[src/rtl/fetch_ctrl.sv]
// IF-stage sequencer: paces PC / IF-IF/ID updates against a variable-latency
// instruction memory, applying load-use stalls, ID redirects and fetch timeouts.
module fetch_ctrl #(
    parameter int BOOT_CYCLES = 2,
    parameter int MAX_WAIT    = 15
) (
    input  logic       clk,
    input  logic       rst,
    output logic       imem_req,
    input  logic       imem_ack,
    input  logic       load_use,
    input  logic       br_taken,
    input  logic       is_jr,
    input  logic       is_j,
    output logic       pc_write,
    output logic [1:0] pc_src,
    output logic       ifid_write,
    output logic       ifid_flush,
    output logic       fetch_err,
    output logic       busy
);

    localparam int BW = $clog2(BOOT_CYCLES + 1);
    localparam int WW = $clog2(MAX_WAIT + 1);

    localparam logic [1:0] SRC_SEQ = 2'b00;
    localparam logic [1:0] SRC_BR  = 2'b01;
    localparam logic [1:0] SRC_JR  = 2'b10;
    localparam logic [1:0] SRC_J   = 2'b11;

    typedef enum logic [1:0] {
        ST_BOOT,
        ST_FETCH,
        ST_WAIT,
        ST_ERR
    } state_t;

    state_t        state_q, state_d;
    logic [BW-1:0] boot_cnt_q, boot_cnt_d;
    logic [WW-1:0] wait_cnt_q, wait_cnt_d;
    logic          pend_vld_q, pend_vld_d;
    logic [1:0]    pend_src_q, pend_src_d;

    logic          redir_in;
    logic [1:0]    in_src;
    logic          redir;
    logic [1:0]    sel_src;
    logic          done;

    always_ff @(posedge clk or posedge rst) begin
        if (rst) begin
            state_q    <= ST_BOOT;
            boot_cnt_q <= '0;
            wait_cnt_q <= '0;
            pend_vld_q <= 1'b0;
            pend_src_q <= SRC_SEQ;
        end else begin
            state_q    <= state_d;
            boot_cnt_q <= boot_cnt_d;
            wait_cnt_q <= wait_cnt_d;
            pend_vld_q <= pend_vld_d;
            pend_src_q <= pend_src_d;
        end
    end

    always_comb begin
        redir_in = is_j | is_jr | br_taken;
        if (is_j)          in_src = SRC_J;
        else if (is_jr)    in_src = SRC_JR;
        else if (br_taken) in_src = SRC_BR;
        else               in_src = SRC_SEQ;
        redir   = redir_in | pend_vld_q;
        sel_src = pend_vld_q ? pend_src_q : in_src;
    end

    always_comb begin
        state_d    = state_q;
        boot_cnt_d = boot_cnt_q;
        wait_cnt_d = wait_cnt_q;
        pend_vld_d = pend_vld_q;
        pend_src_d = pend_src_q;
        done       = 1'b0;

        imem_req   = 1'b0;
        pc_write   = 1'b0;
        pc_src     = SRC_SEQ;
        ifid_write = 1'b0;
        ifid_flush = 1'b0;
        fetch_err  = 1'b0;
        busy       = 1'b1;

        case (state_q)
            ST_BOOT: begin
                ifid_flush = 1'b1;
                if (boot_cnt_q != BW'(BOOT_CYCLES))
                    boot_cnt_d = boot_cnt_q + BW'(1);
                if (boot_cnt_q >= BW'(BOOT_CYCLES - 1))
                    state_d = ST_FETCH;
            end
            ST_FETCH: begin
                imem_req = 1'b1;
                busy     = 1'b0;
                if (imem_ack) begin
                    done = 1'b1;
                end else begin
                    state_d    = ST_WAIT;
                    wait_cnt_d = WW'(1);
                end
            end
            ST_WAIT: begin
                imem_req = 1'b1;
                // Only the first redirect seen while stalled is remembered.
                if (!pend_vld_q && redir_in) begin
                    pend_vld_d = 1'b1;
                    pend_src_d = in_src;
                end
                if (imem_ack) begin
                    done       = 1'b1;
                    state_d    = ST_FETCH;
                    wait_cnt_d = '0;
                end else if (wait_cnt_q == WW'(MAX_WAIT)) begin
                    state_d = ST_ERR;
                end else begin
                    wait_cnt_d = wait_cnt_q + WW'(1);
                end
            end
            ST_ERR: begin
                fetch_err = 1'b1;
            end
            default: begin
                state_d = ST_ERR;
            end
        endcase

        // A load-use stall holds everything, including any pending redirect.
        if (done && !load_use) begin
            pc_write   = 1'b1;
            ifid_write = 1'b1;
            if (redir) begin
                pc_src     = sel_src;
                ifid_flush = 1'b1;
                pend_vld_d = 1'b0;
            end
        end
    end

endmodule

[config.mk]
export PLATFORM = sky130hd
export DESIGN_NAME = fetch_ctrl
export DESIGN_NICKNAME = d
export VERILOG_FILES = /design/src/rtl/fetch_ctrl.sv
export SDC_FILE = /design/constraint.sdc
export NUM_CORES = 1
export LEC_CHECK = 0
export BUFFER_PORTS_ARGS = -buffer_cell sky130_fd_sc_hd__buf_2
export CORE_UTILIZATION = 54
export DETAILED_ROUTE_END_ITERATION = 7
export PLACE_DENSITY_LB_ADDON = 0.12
export SYNTH_ARGS = -nofsm -noshare
export SYNTH_HDL_FRONTEND = slang
export SYNTH_SLANG_ARGS = --single-unit
[constraint.sdc]
create_clock -name clk -period 2.36 [get_ports clk]
set_input_delay 0.472 -clock clk [delete_from_list [all_inputs] [get_ports clk]]
set_output_delay 0.472 -clock clk [all_outputs]
set_load 0.02 [all_outputs]
-- Yosys cells after proc, flatten, opt, wreduce, memory -nomap -nowiden
Cells that the tools add are included.
- add/sub/neg operators: 2
- multiply operators: 0
- divide/modulo/power cells: 0
- order comparisons: 1
- equal/unequal tests: 9
- shift-type cells: 0
- multiplexer cells: 28
- bitwise gates (word level): 3
- reduce and logical (&&, ||, !) cells: 12
- operators with widths (cell ; number):
    $mux W2 ; 9
    $mux W1 ; 14
    $mux W4 ; 3
    $pmux W4 S2 ; 1
    $ne A2 B2 Y1 const B ; 3
    $ne A3 B3 Y1 const B ; 2
    $pmux W2 S3 ; 1
    $add A4 B1 Y4 const B ; 1
    $eq A2 B2 Y1 const B ; 2
    $eq A4 B4 Y1 const B ; 1
    $reduce_and A2 Y1 ; 2
    $reduce_and A4 Y1 ; 1
    $or A1 B1 Y1 ; 3
    $reduce_and A3 Y1 ; 1
    $reduce_bool A3 Y1 ; 1
    $add A2 B1 Y2 const B ; 1
    $eq A2 B1 Y1 const B ; 1
    $ge A2 B1 Y1 const B ; 1
    $logic_and A1 B1 Y1 ; 2
    $logic_not A1 Y1 ; 2
    $logic_not A2 Y1 ; 1
    $reduce_bool A2 Y1 ; 1
    $reduce_or A2 Y1 ; 1
- register bits after elaboration: 11
- latch bits: 0
- RAM bits: 0
- memory bits (read-only): 0
- input bits: 7
- memories kept: 0

-- Logic depth before layout (Yosys ltp)
Gate-level depths: netlist (run 1).
- depth after elaboration: 7
- gate-level depth with buffers: 6

-- Worst setup path after synthesis (run 1)
Ideal clock, no wire load.
- path type: flip-flop to output port
- from: register state_q[0]
- to: output port pc_src[0]
- arrival time: 1.731 ns
- data required time: 1.888 ns
- slack: 0.157 ns
- cell stages (with the launch flop): 6
- buffers on the path: 0
- path through: dfrtp_1 > inv_1 > ha_1 > nand2_1 > or2_2 > nor3_1
- longest elaborated chain between the ends: 5
- elaborated cells on any way between the ends: 6
- classes of those cells: eq/ne: 2; mux: 2; reduce/logical: 2
- ends and longest elaborated chain (item ; line ; text):
    start, declared ; 38 ; state_t state_q, state_d;
    start signal, assigned ; 58 ; state_q <= state_d;
    $eq A2 B2 Y1 or $eq A2 B1 Y1 (tied branches) ; 92 ; case (state_q)
    $reduce_or A2 Y1 (no line) (*) ; n/a ;
    $mux W1 (*) ; n/a ;
    $logic_and A1 B1 Y1 (*) ; 136 ; if (done && !load_use) begin
    $mux W2 (*) ; 136 ;
    end, declared ; 16 ; output logic [1:0] pc_src,
Mark *: on every way between the ends. The rest lies on a longest branch, timed or not.

-- Worst setup path after layout (run 1)
- from: register state_q[1]
- to: output port pc_src[0]
The elaborated chain is that of the path after synthesis.

==> results of run 1 <==
-- worst max-delay path, stage by stage, from the launching register on --
cell and delay [ns]:
dfrtp_1 0.39, inv_1 0.09, ha_1 0.32, nand2_1 0.05, or2_2 0.31, nor3_1 0.18
buf_2 0.18
-- per-stage QoR --
stage                     instances  setup TNS (ns)  util [%]
final                           104               0     72.19
after global routing            104       -0.006424     72.19
after CTS                       102               0     70.45
after detailed placement         98               0     68.07
after global placement           98               0     68.07
after floorplan                  71               0         -
-- routing by layer --
layer / vias up / wire, um / track usage, % / share of wire, %
li1: 283 / - / - / -
met1: 244 / 619 / 27.17 / 47
met2: 19 / 601 / 32.63 / 45
met3: 2 / 95 / 11.63 / 7.2
met4: 0 / 6 / 6.250 / 0.45
met5: - / 0 / 0 / 0
-- power groups by stage --
stage	logic [mW]	clock network, mW	registers [mW]
global route	0.665	0.141	0.350
finish	0.605	0.128	0.340
detailed placement	0.566	0	0.348
global placement	0.552	0	0.346
CTS	0.572	0.132	0.345
floorplan	0.451	0	0.331
-- sequential cells by signal (all words and copies together) (netlist names) --
| register | flops |
|---|---|
| state_q | 2 |
| boot_cnt_q | 2 |
| pend_vld_q | 1 |
| wait_cnt_q | 4 |
| pend_src_q | 2 |
-- what timing repair did --
item | in CTS | in global routing
setup endpoints to repair | 0 | 3
resized for setup | 0 | 1
setup buffers | 0 | 2
-- worst max-delay path by stage --
| stage | from | end | slack, ns | cells past startpoint |
|---|---|---|---|---|
| after floorplan | state_q[0] | pc_src[0] | 0.16 | 5 |
| after global placement | state_q[0] | pc_src[0] | 0.39 | 6 |
| after detailed placement | state_q[0] | pc_src[1] | 0.38 | 6 |
| after CTS | state_q[1] | pc_src[1] | 0.08 | 6 |
| after global routing | state_q[1] | pc_src[0] | -0.006 | 6 |
| final | state_q[1] | pc_src[0] | 0.10 | 6 |
-- cells by family after synthesis --
logic type,after synthesis,share of synthesized area [%]
AOI/OAI and AO/OA,16,17.52
xor gates and xnor gates,2,2.478
adders and majority gates,8,14.16
buffers and inverters,10,5.841
DFF,11,38.94
muxes,4,6.018
and+or+nand+nor,20,15.05
-- cells in the final DEF, fill, tap and decap left out, drive strengths merged --
| cell | Yosys | layout |
|---|---|---|
| xnor2 | 2 | 2 |
| o21ba | 1 | 1 |
| a21oi | 2 | 2 |
| nor2 | 2 | 2 |
| a21bo | 1 | 1 |
| inv | 9 | 9 |
| ha | 8 | 8 |
| nor2b | 4 | 4 |
| a32o | 2 | 2 |
| a221o | 1 | 1 |
| buf | 1 | 16 |
| or2 | 1 | 1 |
| a21o | 1 | 1 |
| o21bai | 1 | 1 |
| nor3 | 4 | 4 |
| nand3 | 2 | 2 |
| mux2i | 2 | 2 |
| nand2b | 2 | 2 |
| dfrtp | 11 | 11 |
| clkinv | 0 | 1 |
| a32oi | 1 | 1 |
| o221ai | 1 | 1 |
| o21ai | 5 | 5 |
| clkbuf | 0 | 3 |
| or3 | 1 | 1 |
| mux2 | 2 | 2 |
| nand2 | 3 | 3 |
| and2b | 1 | 1 |
-- final cells by class --
| cell class | instances | area (um^2) |
|---|---|---|
| Multi-Input combinational cell | 50 | 395.4 |
| Fill cell | 85 | 321.6 |
| Sequential cell | 11 | 275.3 |
| Timing Repair Buffer | 16 | 85.08 |
| Inverter | 9 | 33.78 |
| Clock buffer | 3 | 22.52 |
| Tap cell | 14 | 17.52 |
| Clock inverter | 1 | 5.005 |
==> run metrics, run 1 <==
Yosys top cell by area=dfrtp_1; Antenna Cells=0; outcome=finished, final reports clean; worst reg2reg startpoint=state_q[0]; worst skew pair latency=0.27 ns; post-layout instance area=834.6 um^2; P_leak=0.4308 nW; Final min period=2.259 ns; Setup Skew=0.001184 ns; nets@finish=106; Worst-path clk slew=0.07 ns; Total GRT Usage=21.86%; Worst-Margin Slew=0.4153 ns; core area=0.001156 mm^2; initial antenna violation count=0; global-route wire length before repair=2090 um; Worst R2R Path Depth=5; Pwr Density=1286 mW/mm^2; share of layout cells above drive strength 1=30.00%; Final period util=95.73%; cell with the most instances after synthesis=dfrtp_1; Post-synth EDFFs=0; final-report max-slew violation count=0; clk buf depth=2; Cells after Synth=71; area delta synth->final=18.05%; vias in the first global route=482; Synth Flop Type=dfrtp_1; routed via count=548; Horiz. Die Dim=38.18 um; IO Pins=15; Hold Violations, Final=0; async set or reset register ratio after synthesis=100.0%; final setup fails=0; Final Total Pwr=1.073 mW; site row count=12; die height=38.18 um; clock share of power=11.9%; Syn Nets=86; Net Sw Power=0.4603 mW; CTS Hold Bufs=0; sequential fraction of design power=31.7%; crit end category=output port; via/cell ratio=5.269; worst hold margin=0.1782 ns; Hold WC Path Type=input pin to async pin; TritonCTS clock tree=done; Starting DRT DRC Count=13; Seq cells post-synth=11; 1st-pass router iterations=4; Slew HR=72.28%; main area contributors after synthesis=dfrtp_1, ha_1, inv_1; Wirelength per Cell=12.72 um; total CTS buffers=3; Final ANT Viol Nets=0; largest net degree at the start of global routing=12; Seq/Total Area, Yosys=38.94%; post-DP HPWL=976.6 um; switching portion of total power=42.90%; pre-CTS WS=0.3830 ns; Synth cell types=26; synth cell count leaders=dfrtp_1, inv_1, ha_1, o21ai_0; CTS Sinks=11; f_max=442.6 MHz; H-tree Lvls=1; CP max FO=4; number of max-cap violations=0; gp weighted congestion=0.7447; Final WS setup=0.1007 ns; starting density of the core=61.15%; worst r2r dst=state_q[0]; final WL=1323 um; peak supply drop=0.0008333 V; Syn Std Cell Area=706.9 um^2; Critical Path RT=1.89 ns; crit path kind=flop to output port; die area=0.001458 mm^2; syn_area_per_cell=9.957 um^2; post-synth top area share=38.94%; r2r setup slk=0.72 ns; CP startpoint kind=flop; PortBufs=14; # DRC=0; Logic pwr share=56.4%; root buf cell=clkbuf_4; Placed Instance Area=787.0 um^2; Synth Warn #=0; GRT overflow=0; internal power=0.6127 mW; worst path arrival time=1.79 ns
No activity file was read; power rests on OpenSTA's default activity.
==> run 2: changes to the inputs <==
--- a/config.mk
+++ b/config.mk
@@ -5,8 +5,9 @@
 export SDC_FILE = /design/constraint.sdc
 export NUM_CORES = 1
 export LEC_CHECK = 0
+export ABC_AREA = 1
 export BUFFER_PORTS_ARGS = -buffer_cell sky130_fd_sc_hd__buf_2
-export CORE_UTILIZATION = 54
+export CORE_UTILIZATION = 35
 export DETAILED_ROUTE_END_ITERATION = 7
 export PLACE_DENSITY_LB_ADDON = 0.12
 export SYNTH_ARGS = -nofsm -noshare
==> run metrics, run 2 <==
vias in the first global route=593 (+23%); cell mode on critical path=nand2_1; site row count=16 (+4); CP startpoint kind=flop; Final WS setup=0.2801 ns (+0.1794 ns); CP max FO=5 (+1); Seq cells post-synth=11 (unchanged); Final period util=88.13% (-7.6 points); post-DP HPWL=1094 um (+12%); Wirelength per Cell=9.583 um (-25%); crit-path cells=inv_1 > ha_1 > nand2_1 > inv_2 > o21ai_1 > nand2_1 > buf_2; Setup Skew=0.002860 ns (+0.001675 ns); crit path kind=flop to output port; CTS Sinks=11 (unchanged); share of layout cells above drive strength 1=20.51% (-9.5 points); initial antenna violation count=0 (unchanged); Starting DRT DRC Count=8 (-5); Synth cell types=22 (-15%); via/cell ratio=4.410 (-16%); nets@finish=133 (+25%); register name with the most flops=wait_cnt_q; fillcell total=222 (+160%); P_leak=0.4956 nW (+15%); routed via count=635 (+16%); syn_area_per_cell=7.482 um^2 (-25%); Cells after Synth=101 (+42%); fin util=43.31% (-29 points); Hold WC Path Type=input pin to async pin; Seq/Total Area, Yosys=36.42% (-2.5 points); Critical Path RT=1.89 ns (about the same); commonest non-fill, non-tap cells in the layout=nand2_1, inv_1, buf_2, dfrtp_1, nor2_1; Crit path buffers/inverters=3 (+1); Slew HR=70.99% (-1.3 points); fin cells=144 (+38%); Antenna Cells=0 (unchanged); worst skew pair latency=0.26 ns (about the same); Worst-path clk slew=0.07 ns (about the same); Post-synth EDFFs=0 (unchanged); Register Area=275.3 um^2 (unchanged); CTS Hold Bufs=0 (unchanged); total CTS buffers=3 (unchanged); peak supply drop=0.0004411 V (-47%); final-report max-slew violation count=0 (unchanged); Horiz. Die Dim=48.47 um (+27%); worst path arrival time=1.61 ns (-0.18 ns); global-route wire length before repair=2394 um (+15%); max FFs per register=4 (unchanged); TritonCTS clock tree=done; setup TNS=0 ns (unchanged); Max stage delay on crit path=0.43 ns (+0.04 ns); Worst-Margin Slew=0.4347 ns (+0.01943 ns); multi-input logic area=395.4 um^2 (unchanged); GRT overflow=0 (unchanged); H-tree Lvls=1 (unchanged); main area contributors after synthesis=dfrtp_1, nand2_1, ha_1; Total GRT Usage=13.35% (-8.5 points); outcome=finished, final reports clean; area delta synth->final=14.74%; synth cell count leaders=nand2_1, inv_1, dfrtp_1, nor2_1; 1st-pass router iterations=4 (unchanged); clk buf depth=2 (unchanged); final setup fails=0 (unchanged); Syn Std Cell Area=755.7 um^2 (+6.9%); Synth Warn #=0 (unchanged); async set or reset register ratio after synthesis=100.0% (unchanged); Top delay family on crit path=flip-flops; # Post-CTS Setup Buffers=0 (unchanged); final WL=1380 um (+4.3%); Syn Nets=116 (+35%); Final ANT Viol Nets=0 (unchanged); IO Pins=15 (unchanged); # DRC=0 (unchanged); die area=0.002349 mm^2 (+61%); number of max-cap violations=0 (unchanged); commonest non-fill, non-tap cell in the layout=nand2_1; pre-CTS WS=0.5829 ns (+0.1999 ns); Yosys top cell by area=dfrtp_1; die height=48.47 um (+27%); Pwr Density=1018 mW/mm^2 (-21%); crit end category=output port; Final min period=2.080 ns (-0.1794 ns); starting density of the core=37.75% (-23 points); core area=0.002002 mm^2 (+73%); cell with the most instances after synthesis=nand2_1; post-synth top area share=36.42% (-2.5 points); f_max=480.8 MHz (+8.6%); Hold Violations, Final=0 (unchanged); gp weighted congestion=0.7438 (-0.12%); PortBufs=14 (unchanged); slowest CP cell=dfrtp_1; Final Total Pwr=0.8828 mW (-18%); largest net degree at the start of global routing=12 (unchanged); Synth Flop Type=dfrtp_1; RSZ-0062 raised after global routing=false; Post-CTS Resized=0 (unchanged); placed cells=140 (+43%); root buf cell=clkbuf_4
==> run 2: cell families (layout without fill, tap and decap cells) <==
group / after synthesis / after routing / share of synthesized area [%]
adder cells (fa/ha/maj): 8 / 8 / 13.25
AO/OA/AOI/OAI: 10 / 10 / 7.615
buffers and inverters: 19 / 35 / 11.26
flip-flops: 11 / 11 / 36.42
AND/OR/NAND/NOR: 52 / 52 / 30.30
XOR/XNOR: 1 / 1 / 1.159
==> run 2: layout make-up <==
cell class | count | share of cell area [%]
Clock buffer | 4 | 3.030
Inverter | 17 | 7.648
Multi-Input combinational cell | 71 | 45.60
Sequential cell | 11 | 31.75
Tap cell | 27 | 3.896
Timing Repair Buffer | 14 | 8.081
==> run 2: worst paths after layout <==
path | from | to | slack, ns | depth (start not counted)
worst max-delay path | state_q[0] | ifid_flush | 0.28 | 7
min in group clk | pend_src_q[0] | pend_src_q[0] | 0.48 | 2
worst min register to register | pend_src_q[0] | pend_src_q[0] | 0.48 | 2
max in group asynchronous | rst | pend_src_q[0] | 1.87 | 2
worst min-delay path | rst | pend_vld_q | 0.19 | 2
worst max register to register | state_q[0] | wait_cnt_q[0] | 0.90 | 8
==> run 2: power breakdown <==
| part | switching (mW) | internal (mW) |
|---|---|---|
| logic | 0.298 | 0.161 |
| clock network | 0.0632 | 0.0653 |
| registers | 0.0495 | 0.246 |
| total | 0.411 | 0.472 |
==> run 2: metrics by stage <==
step | area [um^2] | hold slack [ns]
detailed placement | 840.8 | 0.4715
floorplan | 755.7 | 0.3244
global placement | 840.8 | 0.4668
CTS | 867.1 | 0.1993
finish | 867.1 | 0.1926
global route | 867.1 | 0.2265
==> run 2: per-layer routing <==
metal	track usage [%]	part of all wire [%]	vias to the layer above
met5	0	0	-
met4	8.824	1.0	0
met3	1.887	3.4	2
met2	20.89	45	11
met1	17.13	50	279
li1	-	-	343
==> run 3: changes to the inputs <==
==> constraint.sdc (replaced) <==
create_clock -name clk -period 2.36 [get_ports clk]
set_input_delay 0.354 -clock clk [delete_from_list [all_inputs] [get_ports clk]]
set_output_delay 0.354 -clock clk [all_outputs]
set_load 0.02 [all_outputs]
==> run metrics, run 3 (synthesis results as in run 2) <==
Setup Skew=0.004115 ns (+0.001256 ns); f_max=521.6 MHz (+8.5%); starting density of the core=37.75% (unchanged); cell mode on critical path=nand2_1; final setup fails=0 (unchanged); worst hold margin=0.07107 ns (-0.1216 ns); share of layout cells above drive strength 1=20.51% (unchanged); Final ANT Viol Nets=0 (unchanged); site row count=16 (unchanged); crit end category=output port; Total GRT Usage=13.75% (+0.40 points); GRT overflow=0 (unchanged); gp weighted congestion=0.7321 (-1.6%); Hold WC Path Type=input pin to async pin; multi-input logic area=395.4 um^2 (unchanged); vias in the first global route=600 (+1.2%); CP max FO=5 (unchanged); IO Pins=15 (unchanged); number of max-cap violations=0 (unchanged); routed via count=647 (+1.9%); final WL=1367 um (-0.94%); post-DP HPWL=1096 um (+0.22%); worst path arrival time=1.56 ns (-0.05 ns); r2r setup slk=0.91 ns (about the same); CP startpoint kind=flop; Pwr Density=1010 mW/mm^2 (-0.83%); switching portion of total power=46.09% (-0.46 points); Wirelength per Cell=9.493 um (-0.94%); Horiz. Die Dim=48.47 um (unchanged); final-report max-slew violation count=0 (unchanged); initial antenna violation count=0 (unchanged); core area=0.002002 mm^2 (unchanged); Net Sw Power=0.4034 mW (-1.8%); clk buf depth=2 (unchanged); largest net degree at the start of global routing=12 (unchanged); CTS Hold Bufs=0 (unchanged); 1st-pass router iterations=4 (unchanged); Slew HR=71.13% (+0.14 points); die area=0.002349 mm^2 (unchanged); setup TNS=0 ns (unchanged); # DRC=0 (unchanged); worst skew pair latency=0.27 ns (about the same); pre-CTS WS=0.7198 ns (+0.1369 ns); Starting DRT DRC Count=3 (-5); root buf cell=clkbuf_4; register name with the most flops=wait_cnt_q; Final period util=81.24% (-6.9 points); nets@finish=133 (unchanged); Register Area=275.3 um^2 (unchanged); Hold Violations, Final=0 (unchanged); Critical Path RT=2.01 ns (+0.12 ns); outcome=finished, final reports clean; global-route wire length before repair=2456 um (+2.6%); PortBufs=14 (unchanged); total CTS buffers=3 (unchanged); die height=48.47 um (unchanged); peak supply drop=0.0004763 V (+8.0%); fillcell total=223 (+0.45%); Antenna Cells=0 (unchanged); Logic pwr share=51.9% (about the same); Max stage delay on crit path=0.41 ns (-0.02 ns); RSZ-0062 raised after global routing=false; slowest CP cell=dfrtp_1; Final Total Pwr=0.8754 mW (-0.83%); Post-CTS Resized=0 (unchanged); commonest non-fill, non-tap cell in the layout=nand2_1; sequential fraction of design power=33.8% (+0.3 points); wire length on met2=634 um (+1.3%); max FFs per register=4 (unchanged); internal power=0.4720 mW (about the same); Worst-path clk slew=0.07 ns (about the same); clock share of power=14.4% (-0.2 points); crit-path cells=inv_1 > ha_1 > nand2_1 > inv_2 > o21ai_1 > nand2_1 > buf_2; P_leak=0.4956 nW (unchanged); CTS Sinks=11 (unchanged); top sig layer=met4; Final min period=1.917 ns (-0.1626 ns); # Post-CTS Setup Buffers=0 (unchanged); via/cell ratio=4.493 (+1.9%); commonest non-fill, non-tap cells in the layout=nand2_1, inv_1, buf_2, dfrtp_1, nor2_1; TritonCTS clock tree=done; area delta synth->final=14.74% (unchanged); Worst-Margin Slew=0.4326 ns (-0.002169 ns); routed wl met3=85 um (+81%); H-tree Lvls=1 (unchanged); crit path kind=flop to output port; M1 WL=632 um (-8.5%); Final WS setup=0.4427 ns (+0.1626 ns)
## run 3: final timing paths
kind	cells past startpoint	startpoint	end
min in group clk	4	br_taken	pend_src_q[1]
hold / removal	2	rst	pend_src_q[1]
setup reg to reg	8	state_q[0]	state_q[1]
setup / recovery	7	state_q[0]	ifid_flush
hold reg to reg	2	pend_src_q[0]	pend_src_q[0]
max in group asynchronous	2	rst	wait_cnt_q[3]
## run 3: area by class of cell
type | instances | share of cell area (%)
multi-input cells | 71 | 45.60
flip-flops and latches | 11 | 31.75
repair buffers | 14 | 8.081
inverters | 17 | 7.648
well taps | 27 | 3.896
clock buffers | 4 | 3.030
## run 3: per-layer routing
metal | up-vias | global-route usage (%)
met4 | 0 | 4.412
met1 | 285 | 16.34
met2 | 14 | 22.30
met5 | - | 0
met3 | 2 | 5.975
li1 | 346 | -
## run 3: critical path, delay by kind of cell (launching register included)
family | cells | cell delay, ns
AO/OA/AOI/OAI | 1 | 0.07
adder cells (fa/ha/maj) | 1 | 0.33
buffers and inverters | 3 | 0.29
flip-flops | 1 | 0.41
AND/OR/NAND/NOR | 2 | 0.18
## run 3: metrics by stage
stage	instance area, um^2	util [%]	instances
CTS	867.1	43.31	144
global placement	840.8	42.00	140
floorplan	755.7	-	101
global route	867.1	43.31	144
finish	867.1	43.31	144
detailed placement	840.8	42.00	140
## run 3: power by group through the flow
stage / clock network (mW) / registers, mW / logic, mW
3_5_place_dp: 0 / 0.301 / 0.463
3_3_place_gp: 0 / 0.297 / 0.457
2_1_floorplan: 0 / 0.288 / 0.367
4_1_cts: 0.134 / 0.298 / 0.465
6_report: 0.126 / 0.296 / 0.454
5_1_grt: 0.143 / 0.308 / 0.522
